**src/rtl/chip8_keypad_pkg.sv**
```systemverilog
// Shared definitions for the CHIP-8 keypad scan-code decoder:
// PS/2 control byte values, decoder state encoding and the scan-code key map.
package chip8_keypad_pkg;

    localparam logic [7:0] SC_BRK     = 8'hF0;  // break prefix
    localparam logic [7:0] SC_EXT     = 8'hE0;  // extended-key prefix
    localparam logic [7:0] SC_PAUSE   = 8'hE1;  // pause-sequence prefix
    localparam logic [7:0] SC_BAT_OK  = 8'hAA;  // self-test passed
    localparam logic [7:0] SC_ACK     = 8'hFA;
    localparam logic [7:0] SC_RESEND  = 8'hFE;
    localparam logic [7:0] SC_ECHO    = 8'hEE;
    localparam logic [7:0] SC_OVR_LO  = 8'h00;  // keyboard buffer overrun
    localparam logic [7:0] SC_OVR_HI  = 8'hFF;  // keyboard buffer overrun

    typedef enum logic [1:0] {
        ST_IDLE    = 2'd0,
        ST_BRK     = 2'd1,
        ST_EXT     = 2'd2,
        ST_EXT_BRK = 2'd3
    } kp_state_e;

    typedef struct packed {
        logic       hit;
        logic [3:0] key;
    } key_hit_t;

    // Set-2 scan code to CHIP-8 hex key; hit=0 for every unmapped code.
    function automatic key_hit_t scan_to_key(input logic [7:0] code);
        key_hit_t r;
        r.hit = 1'b1;
        r.key = 4'h0;
        case (code)
            8'h16: r.key = 4'h1;
            8'h1E: r.key = 4'h2;
            8'h26: r.key = 4'h3;
            8'h25: r.key = 4'hC;
            8'h15: r.key = 4'h4;
            8'h1D: r.key = 4'h5;
            8'h24: r.key = 4'h6;
            8'h2D: r.key = 4'hD;
            8'h1C: r.key = 4'h7;
            8'h1B: r.key = 4'h8;
            8'h23: r.key = 4'h9;
            8'h2B: r.key = 4'hE;
            8'h1A: r.key = 4'hA;
            8'h22: r.key = 4'h0;
            8'h21: r.key = 4'hB;
            8'h2A: r.key = 4'hF;
            default: r.hit = 1'b0;
        endcase
        return r;
    endfunction

endpackage

```
**src/rtl/chip8_keypad_fifo.sv**
```systemverilog
// Small synchronous show-ahead FIFO holding key-press events. The head entry
// is presented whenever the FIFO is non-empty; flush wins over push and pop.
module key_event_fifo #(
    parameter int WIDTH = 4,
    parameter int DEPTH = 4
) (
    input  logic             clk,
    input  logic             reset,
    input  logic             push,
    input  logic [WIDTH-1:0] push_data,
    input  logic             pop,
    input  logic             flush,
    output logic [WIDTH-1:0] head,
    output logic             full,
    output logic             empty
);
    localparam int AW = (DEPTH > 1) ? $clog2(DEPTH) : 1;

    logic [DEPTH-1:0][WIDTH-1:0] mem;
    logic [AW:0]                 wr_ptr;
    logic [AW:0]                 rd_ptr;
    logic                        do_push;
    logic                        do_pop;

    // Extra pointer bit distinguishes full from empty when the indices match.
    assign empty   = (wr_ptr == rd_ptr);
    assign full    = (wr_ptr[AW] != rd_ptr[AW]) && (wr_ptr[AW-1:0] == rd_ptr[AW-1:0]);
    assign do_pop  = pop && !empty;
    // A pop in the same cycle frees the slot, so a full FIFO still accepts.
    assign do_push = push && (!full || do_pop);
    assign head    = empty ? '0 : mem[rd_ptr[AW-1:0]];

    // Storage and pointer update; flush simply realigns the pointers.
    always_ff @(posedge clk) begin
        if (reset) begin
            mem    <= '0;
            wr_ptr <= '0;
            rd_ptr <= '0;
        end else if (flush) begin
            wr_ptr <= '0;
            rd_ptr <= '0;
        end else begin
            if (do_push) begin
                mem[wr_ptr[AW-1:0]] <= push_data;
                wr_ptr              <= wr_ptr + (AW+1)'(1);
            end
            if (do_pop)
                rd_ptr <= rd_ptr + (AW+1)'(1);
        end
    end

endmodule

```
**src/rtl/chip8_keypad.sv**
```systemverilog
// PS/2 scan-code decoder producing the CHIP-8 16-key matrix and a queue of
// key-press events for the wait-for-key instruction.
module chip8_keypad
    import chip8_keypad_pkg::*;
#(
    parameter int FIFO_DEPTH  = 4,
    parameter int SYNC_STAGES = 2
) (
    input  logic        clk,
    input  logic        reset,
    input  logic        ps2_ready,
    input  logic [7:0]  ps2_data,
    output logic [15:0] key_matrix,
    output logic        any_key,
    output logic        ev_valid,
    output logic [3:0]  ev_key,
    input  logic        ev_ready,
    input  logic        ev_flush,
    output logic        ev_overflow
);
    logic [SYNC_STAGES-1:0] sync_q;
    logic                   rdy_last;
    logic                   rdy_rise;
    logic                   byte_vld;
    logic [7:0]             byte_q;

    kp_state_e              state, state_nxt;
    logic [15:0]            km_nxt;
    logic                   press;
    key_hit_t               hit;
    logic                   is_clr;
    logic                   is_nop;

    logic                   push_q;
    logic [3:0]             push_key_q;
    logic                   fifo_full;
    logic                   fifo_empty;

    assign rdy_rise = sync_q[SYNC_STAGES-1] && !rdy_last;

    // Synchronise ps2_ready and latch the data byte once per rising edge.
    always_ff @(posedge clk) begin
        if (reset) begin
            sync_q   <= '0;
            rdy_last <= 1'b0;
            byte_vld <= 1'b0;
            byte_q   <= 8'h00;
        end else begin
            sync_q   <= {sync_q[SYNC_STAGES-2:0], ps2_ready};
            rdy_last <= sync_q[SYNC_STAGES-1];
            byte_vld <= rdy_rise;
            if (rdy_rise)
                byte_q <= ps2_data;
        end
    end

    assign hit    = scan_to_key(byte_q);
    assign is_clr = (byte_q == SC_BAT_OK) || (byte_q == SC_OVR_LO) || (byte_q == SC_OVR_HI);
    assign is_nop = (byte_q == SC_ACK) || (byte_q == SC_RESEND) || (byte_q == SC_ECHO);

    // Decode one byte: next state, next matrix and whether a new press occurred.
    always_comb begin
        state_nxt = state;
        km_nxt    = key_matrix;
        press     = 1'b0;
        if (byte_vld) begin
            if (is_clr) begin
                state_nxt = ST_IDLE;
                km_nxt    = '0;
            end else if (is_nop) begin
                state_nxt = ST_IDLE;
            end else begin
                case (state)
                    ST_IDLE: begin
                        if (byte_q == SC_BRK)
                            state_nxt = ST_BRK;
                        else if (byte_q == SC_EXT)
                            state_nxt = ST_EXT;
                        else if (hit.hit && !key_matrix[hit.key]) begin
                            // Typematic repeats of a held key fall through here.
                            km_nxt[hit.key] = 1'b1;
                            press           = 1'b1;
                        end
                    end
                    ST_BRK: begin
                        if (byte_q != SC_BRK) begin
                            state_nxt = ST_IDLE;
                            if (hit.hit)
                                km_nxt[hit.key] = 1'b0;
                        end
                    end
                    ST_EXT:     state_nxt = (byte_q == SC_BRK) ? ST_EXT_BRK : ST_IDLE;
                    ST_EXT_BRK: state_nxt = ST_IDLE;
                    default:    state_nxt = ST_IDLE;
                endcase
            end
        end
    end

    // Register decoder state, matrix, any_key and the pending FIFO push.
    always_ff @(posedge clk) begin
        if (reset) begin
            state      <= ST_IDLE;
            key_matrix <= '0;
            any_key    <= 1'b0;
            push_q     <= 1'b0;
            push_key_q <= 4'h0;
        end else begin
            state      <= state_nxt;
            key_matrix <= km_nxt;
            any_key    <= |km_nxt;
            push_q     <= press;
            push_key_q <= hit.key;
        end
    end

    // Sticky drop flag: a push found the queue full with no pop to make room.
    always_ff @(posedge clk) begin
        if (reset || ev_flush)
            ev_overflow <= 1'b0;
        else if (push_q && fifo_full && !ev_ready)
            ev_overflow <= 1'b1;
    end

    key_event_fifo #(
        .WIDTH (4),
        .DEPTH (FIFO_DEPTH)
    ) u_fifo (
        .clk       (clk),
        .reset     (reset),
        .push      (push_q),
        .push_data (push_key_q),
        .pop       (ev_ready),
        .flush     (ev_flush),
        .head      (ev_key),
        .full      (fifo_full),
        .empty     (fifo_empty)
    );

    assign ev_valid = !fifo_empty;

endmodule

```
**config.mk**
```make
export PLATFORM = sky130hd
export DESIGN_NAME = chip8_keypad
export DESIGN_NICKNAME = d
export VERILOG_FILES = /design/src/rtl/chip8_keypad_pkg.sv /design/src/rtl/chip8_keypad_fifo.sv /design/src/rtl/chip8_keypad.sv
export SDC_FILE = /design/constraint.sdc
export NUM_CORES = 1
export LEC_CHECK = 0
export CORE_AREA = 2 2 104 106
export CTS_BUF_LIST = sky130_fd_sc_hd__clkbuf_16
export CTS_CLUSTER_SIZE = 8
export DETAILED_ROUTE_END_ITERATION = 12
export DIE_AREA = 0 0 106 108
export SYNTH_ARGS = -nofsm -noshare
export SYNTH_HDL_FRONTEND = slang
export SYNTH_SLANG_ARGS = --single-unit
```
**constraint.sdc**
```tcl
create_clock -name clk -period 2.9 [get_ports clk]
set_input_delay 0.58 -clock clk [delete_from_list [all_inputs] [get_ports clk]]
set_output_delay 0.58 -clock clk [all_outputs]
set_load 0.1 [all_outputs]
```
# [After elaboration in Yosys (flattened, before gate mapping)]
# Cells that the tools add are included.
[totals] ff_bits=59 in_bits=13 output_inout_bits=23 elab_cells=118
[classes] addsub=2 magnitude_cmp=5 eq_ne=32 mux=29 n_bitwise=6 n_reduce_logical=28
[ops] op="$mux 16" count=8
[ops] op="$eq 8x6->1 const B" count=9
[ops] op="$pmux 4 s15" count=1
[ops] op="$eq 8x5->1 const B" count=7
[ops] op="$eq 8x8->1 const B" count=7
[ops] op="$pmux 16 s2" count=1
[ops] op="$reduce_or 16->1" count=2
[ops] op="$and 16x16->16" count=1
[ops] op="$bwmux 16" count=1
[ops] op="$not 16->16" count=1
[ops] op="$or 16x16->16" count=1
[ops] op="$mux 2" count=6
[ops] op="$mux 4" count=3
[ops] op="$logic_and 1x1->1" count=9
[ops] op="$bmux 4 s2" count=1
[ops] op="$demux 4 s2" count=1
[ops] op="$logic_not 8->1" count=1
[ops] op="$ne 8x8->1 const B" count=1
[ops] op="$pmux 2 s4" count=1
[ops] op="$reduce_or 7->1" count=1
[ops] op="$add 3x1->3 const B" count=2
[ops] op="$logic_or 1x1->1" count=6
[ops] op="$lt 2x3->1 const B" count=2
[ops] op="$logic_not 1->1" count=5
[ops] op="18 further kinds" count=24

# [Logic depth before layout (Yosys ltp)]
[depth] depth_word=15 ltp_mapped=12 ltp_nobuf=9

# [Modules after synthesis]
# From an unflattened synthesis, not the netlist that was laid out.
[hier_totals] hier_cells=446 area_unflattened_um2=3848.7
[modules_own_cells] mod="chip8_keypad" instances=1 cells_each=326 area_each_um2=2502.4 seq_area_each_um2=740.7
[modules_own_cells] mod="key_event_fifo" instances=1 cells_each=120 area_each_um2=1346.3 seq_area_each_um2=440.4

# [Least setup slack after synthesis]
# OpenSTA, ideal clock, no wires.
[synth_timing] path_kind="register to output" from="register u_fifo.rd_ptr[0]" to="output ev_key[0]" arrival_time_ns=2.314 required_time_ns=2.320 slack_ns=0.006 path_stages_with_launch=5 path_buffers=1 cell_sequence="dfxtp_1 > clkbuf_1 > xnor2_1 > and3_1 > nor2b_1"
[synth_between] elab_chain_len=3 word_cells_on_any_way=4 classes_between="eq/ne (1); mux (3)"
[synth_lines] element="start, declared" line_no="chip8_keypad_fifo.sv:21" text="logic [AW:0] rd_ptr;"
[synth_lines] element="start signal, assigned" line_no="chip8_keypad_fifo.sv:48" text="rd_ptr <= rd_ptr + (AW+1)'(1);"
[synth_lines] element="$bmux 4 s2" line_no="chip8_keypad_fifo.sv:31" text="assign head = empty ? '0 : mem[rd_ptr[AW-1:0]];"
[synth_lines] element="$mux 4 (not written as such)" line_no="chip8_keypad_fifo.sv:31"
[synth_lines] element="$mux 4 (*)" line_no="chip8_keypad_fifo.sv:31"
[synth_lines] element="end, declared" line_no="chip8_keypad.sv:16" text="output logic [3:0] ev_key,"
# Every way passes the cells marked *; elsewhere a longest branch is shown, timed or not. The select of a mux whose other input is x is not followed.

# [Worst setup path after layout]
[layout_timing] from="register byte_q[0]" to="register any_key"
[layout_between] elab_chain_len=15 word_cells_on_any_way=54 classes_between="order compare (2); eq/ne (24); mux (15); bitwise (3); reduce/logical (10)"
[layout_lines] element="start, declared" line_no="chip8_keypad.sv:25" text="logic [7:0] byte_q;"
[layout_lines] element="start signal, assigned" line_no="chip8_keypad.sv:53" text="byte_q <= ps2_data;"
[layout_lines] element="$eq 8x6->1 / $eq 8x5->1 (equally long branches)" line_no="chip8_keypad_pkg.sv:32" text="case (code)"
[layout_lines] element="$pmux 4 s15" line_no="chip8_keypad_pkg.sv:32"
[layout_lines] element="$lt 4x5->1 (not written as such) / $ge 4x1->1 (equally long branches)" line_no="chip8_keypad.sv:81, chip8_keypad.sv:89"
[layout_lines] element="$logic_and 1x1->1 (not written as such)" line_no="chip8_keypad.sv:81, chip8_keypad.sv:89"
[layout_lines] element="$mux 1 (not written as such)" line_no="chip8_keypad.sv:81, chip8_keypad.sv:89"
[layout_lines] element="$demux 1 s4" line_no="chip8_keypad.sv:81, chip8_keypad.sv:89"
[layout_lines] element="$or 16x16->16 (no line) / $not 16->16 (equally long branches)"
[layout_lines] element="$mux 16 / $and 16x16->16 (equally long branches)"
[layout_lines] element="$mux 16 (on tied branches)" line_no="chip8_keypad.sv:77, chip8_keypad.sv:88"
[layout_lines] element="$mux 16 (on tied branches)" line_no="chip8_keypad.sv:75, chip8_keypad.sv:86"
[layout_lines] element="$pmux 16 s2" line_no="chip8_keypad.sv:73" text="case (state)"
[layout_lines] element="$mux 16" line_no="chip8_keypad.sv:70" text="end else if (is_nop) begin"
[layout_lines] element="$mux 16 (*)" line_no="chip8_keypad.sv:67" text="if (is_clr) begin"
[layout_lines] element="$mux 16 (*)" line_no="chip8_keypad.sv:66" text="if (byte_vld) begin"
[layout_lines] element="$reduce_or 16->1 (*)" line_no="chip8_keypad.sv:111" text="any_key <= |km_nxt;"
[layout_lines] element="end signal, assigned" line_no="chip8_keypad.sv:111"
[layout_lines] element="end, declared" line_no="chip8_keypad.sv:14" text="output logic any_key,"
# Marked as above.
# A chain may end at the register's enable or synchronous reset.

==> results.py <==
metrics = {
    "run_status": {
        "outcome": "finished, final reports clean",
    },
    "synth": {
        "yosys.area.top_type_share_pct": 33.5,
        "ys_async_sr_fraction_pct": 0,
        "synth_area_leader_cell": "dfxtp_1",
        "synth_flop_cell": "dfxtp_1",
        "synthSimpleGateAreaFrac_pct": 28.4,
        "synthAdderAreaFrac_pct": 1.78,
        "syn_area_um2": 3520,
        "synth_cells": 422,
        "syn_nets": 440,
        "synth_top_family_by_area": "simple AND/OR/NAND/NOR gates",
        "synth_enable_flop_cells": 0,
        "synth_mux_area_share_pct": 12.1,
        "synth_area_leaders": "dfxtp_1 (34%), mux2i_1 (8.2%), nor2_1 (7.0%), nor2b_1 (4.1%), mux4_2 (3.8%)",
        "syn-mean-instance-area_um2": 8.34,
        "ys_seq_elements": 59,
        "ys_warn_count": 0,
        "synth_compound_area_share_pct": 16.7,
        "ys_seq_area_share_pct": 33.5,
        "synthXorXnorAreaFrac_pct": 1.99,
        "ys_types": 68,
    },
    "setup_path": {
        "worst-setup-path-type": "reg -> reg",
        "cp_num_buf_inv": 2,
        "cp_slowest_cell": "or4_4",
        "worstPathArrival_ns": 2.98,
        "crit_path_max_fanout": 6,
        "slowest_delay_ns": 0.44,
        "cp-end-kind": "flop",
        "required_ns": 3.08,
        "cpMostUsedCell": "buf_4",
        "path_delay_family": "simple AND/OR/NAND/NOR gates",
        "cp-start-kind": "flop",
        "crit_chain": "buf_4, nand3b_1, buf_4, o31ai_1, o21a_1, or2_2, a222oi_1, nand4_1, or4_4, nor2_2, a31oi_1",
    },
    "layout": {
        "seq_area_um2": 1200,
        "drive_gt1_share_pct": 27.9,
        "area_delta_synth_final_pct": 33.7,
        "mostFrequentLayoutCells": "buf_4 (76), nor2_1 (65), dfxtp_1 (51)",
        "layout_commonest_cell": "buf_4",
        "multiInputGateArea_um2": 2280,
        "fill_cells": 983,
        "num_antenna_cells": 0,
        "fin_nets": 508,
        "final_cell_area_um2": 4710,
    },
    "pwr": {
        "leakagePower_uw": 0.00176,
        "powerDensity_nw_per_um2": 444,
        "max-vdd-ir-drop_mv": 0.270,
    },
    "global_route": {
        "track_usage_pct": 19.9,
        "grt_pass1_wl_mm": 17.9,
        "antenna_found_initial": 0,
        "grt_pass1_vias": 3535,
        "grt_max_degree": 41,
        "grt.overflow.total": 0,
    },
    "sta": {
        "max_freq_mhz": 357,
        "worst_slack_ns": 0.0992,
        "fin_crit_ns": 2.80,
        "setup_viol": 0,
        "worst_hold_slack_ns": 0.422,
        "slew_headroom_pct": 41.3,
        "worstMarginPinSlew_ns": 0.878,
        "hold_viol": 0,
        "slew_viol_final": 0,
        "fin_crit_sh_pct": 96.6,
        "rsz0062_at_grt": "true",
        "skew_ns": 0.00768,
    },
    "clock_network": {
        "cts_hold_buf": 0,
        "numCtsBuffers": 9,
        "numClockSinks": 59,
        "clk_pin_slew_ns": 0.05,
        "cts_tree": "done",
        "ctsRootBufferMaster": "clkbuf_16",
        "clockBufferDepth": 2,
        "htree_levels": 3,
        "clk_latency_ns": 0.32,
    },
    "placement": {
        "dp_hpwl_mm": 8.23,
        "routabilityCongestion": 1.00,
        "place_ws_ns": -0.183,
        "placed_cell_area_um2": 4200,
        "io_buffer_count": 35,
    },
    "detailed_routing": {
        "drt-initial-drc-count": 237,
        "via_per_inst": 5.57,
        "dr.pass1.iters": 7,
        "ant_nets": 0,
        "dr_total_vias": 3506,
        "wl_per_cell_um": 17.5,
        "wl_mm": 11.0,
        "drc": 0,
    },
    "floorplanning": {
        "rows": 37,
        "start_util_pct": 34.4,
        "die_area_um2": 11400,
        "ios": 36,
        "core_um2": 10200,
        "die_h_um": 108,
        "dieWidth_um": 106,
    },
    "hold_path": {
        "hold_path_class": "reg -> reg",
    },
    "job": {
        "drv_cap": 0,
    },
}
power breakdown:
group          switching, µW  total (µW)  internal (µW)
combinational           85.3         158           73.1
clock                    363        1100            740
sequential              10.7         826            816
total                    459        2090           1630
sequential cells by signal, summed over array words and instances, names as in the netlist:
signal and cells:
u_fifo.mem 16, sync_q 2, rdy_last 1, u_fifo.rd_ptr 3
key_matrix 16, byte_q 8, any_key 1, u_fifo.wr_ptr 3
state 2, push_key_q 4, byte_vld 1, push_q 1
ev_overflow 1
per-stage QoR:
stage | std cells | total power (µW) | TNS [ns] | util, %
2_1_floorplan | 422 | 917 | 0 | -
3_3_place_gp | 610 | 983 | -0.0374 | 41.0
3_5_place_dp | 610 | 983 | -0.442 | 41.0
4_1_cts | 626 | 2100 | 0 | 44.5
5_1_grt | 630 | 2160 | -0.0326 | 46.0
6_report | 630 | 2090 | 0 | 46.0
kinds of logic (layout without fill, tap and decap cells):
logic type | after synthesis | in the layout
simple gates | 188 | 188
mux | 35 | 35
flops | 59 | 59
buf+inv | 43 | 115
compound gates | 84 | 84
fa+ha+maj | 5 | 5
xor+xnor | 8 | 8
worst paths after layout:
path	startpoint	end	slack, ns	cells past startpoint
worst max-delay path	byte_q[0]$_SDFFE_PP0P_	any_key$_SDFF_PP0_	0.1	11
worst min-delay path	rdy_last$_SDFF_PP0_	byte_vld$_SDFF_PP0_	0.42	1
worst max register to register	byte_q[0]$_SDFFE_PP0P_	any_key$_SDFF_PP0_	0.1	11
worst min register to register	rdy_last$_SDFF_PP0_	byte_vld$_SDFF_PP0_	0.42	1
synthesized netlist by cell type, drive strengths merged (4+ instances only):
library cell	instances
inv	10
nand2	23
mux2i	29
a211oi	4
nand2b	8
nor2	66
o21ai	21
and3	5
a21oi	14
ha	5
nand3	16
clkbuf	24
buf	9
nor3	9
mux4	6
and2	5
nor3b	4
nor4	9
nor2b	24
dfxtp	59
xnor2	5
a41oi	5
a31oi	5
a2bb2oi	5
nor4b	4
routing by layer:
layer | global-route usage [%] | vias up | routed length (µm)
met2 | 33.1 | 144 | 5190
met4 | 8.08 | 0 | 298
li1 | - | 1665 | -
met5 | 0 | - | 0
met1 | 24.4 | 1670 | 4760
met3 | 5.55 | 27 | 748
worst register-to-register path: cells and delay by family, from the launching register on:
kind	cells	cell delay (ns)
and+or+nand+nor	5	1.18
buffers and inverters	2	0.28
DFF	1	0.37
AOI/OAI and AO/OA	4	0.84
repair_timing:
action | in CTS | in global routing
resized for setup | 10 | 29
buffers inserted | 1 | 4
pin swaps | 2 | 15
endpoints found under the setup margin | 10 | 2
hold endpoints to repair | 0 | 0
cell type report:
| cell class | instances | area share, % |
|---|---|---|
| repair buffers | 90 | 15.0 |
| flip-flops and latches | 59 | 25.5 |
| inverters | 10 | 0.797 |
| clock inverters | 6 | 1.73 |
| multi-input cells | 320 | 48.5 |
| clock buffers | 9 | 4.78 |
| well taps | 136 | 3.62 |
No activity file was read; power rests on OpenSTA's default activity.
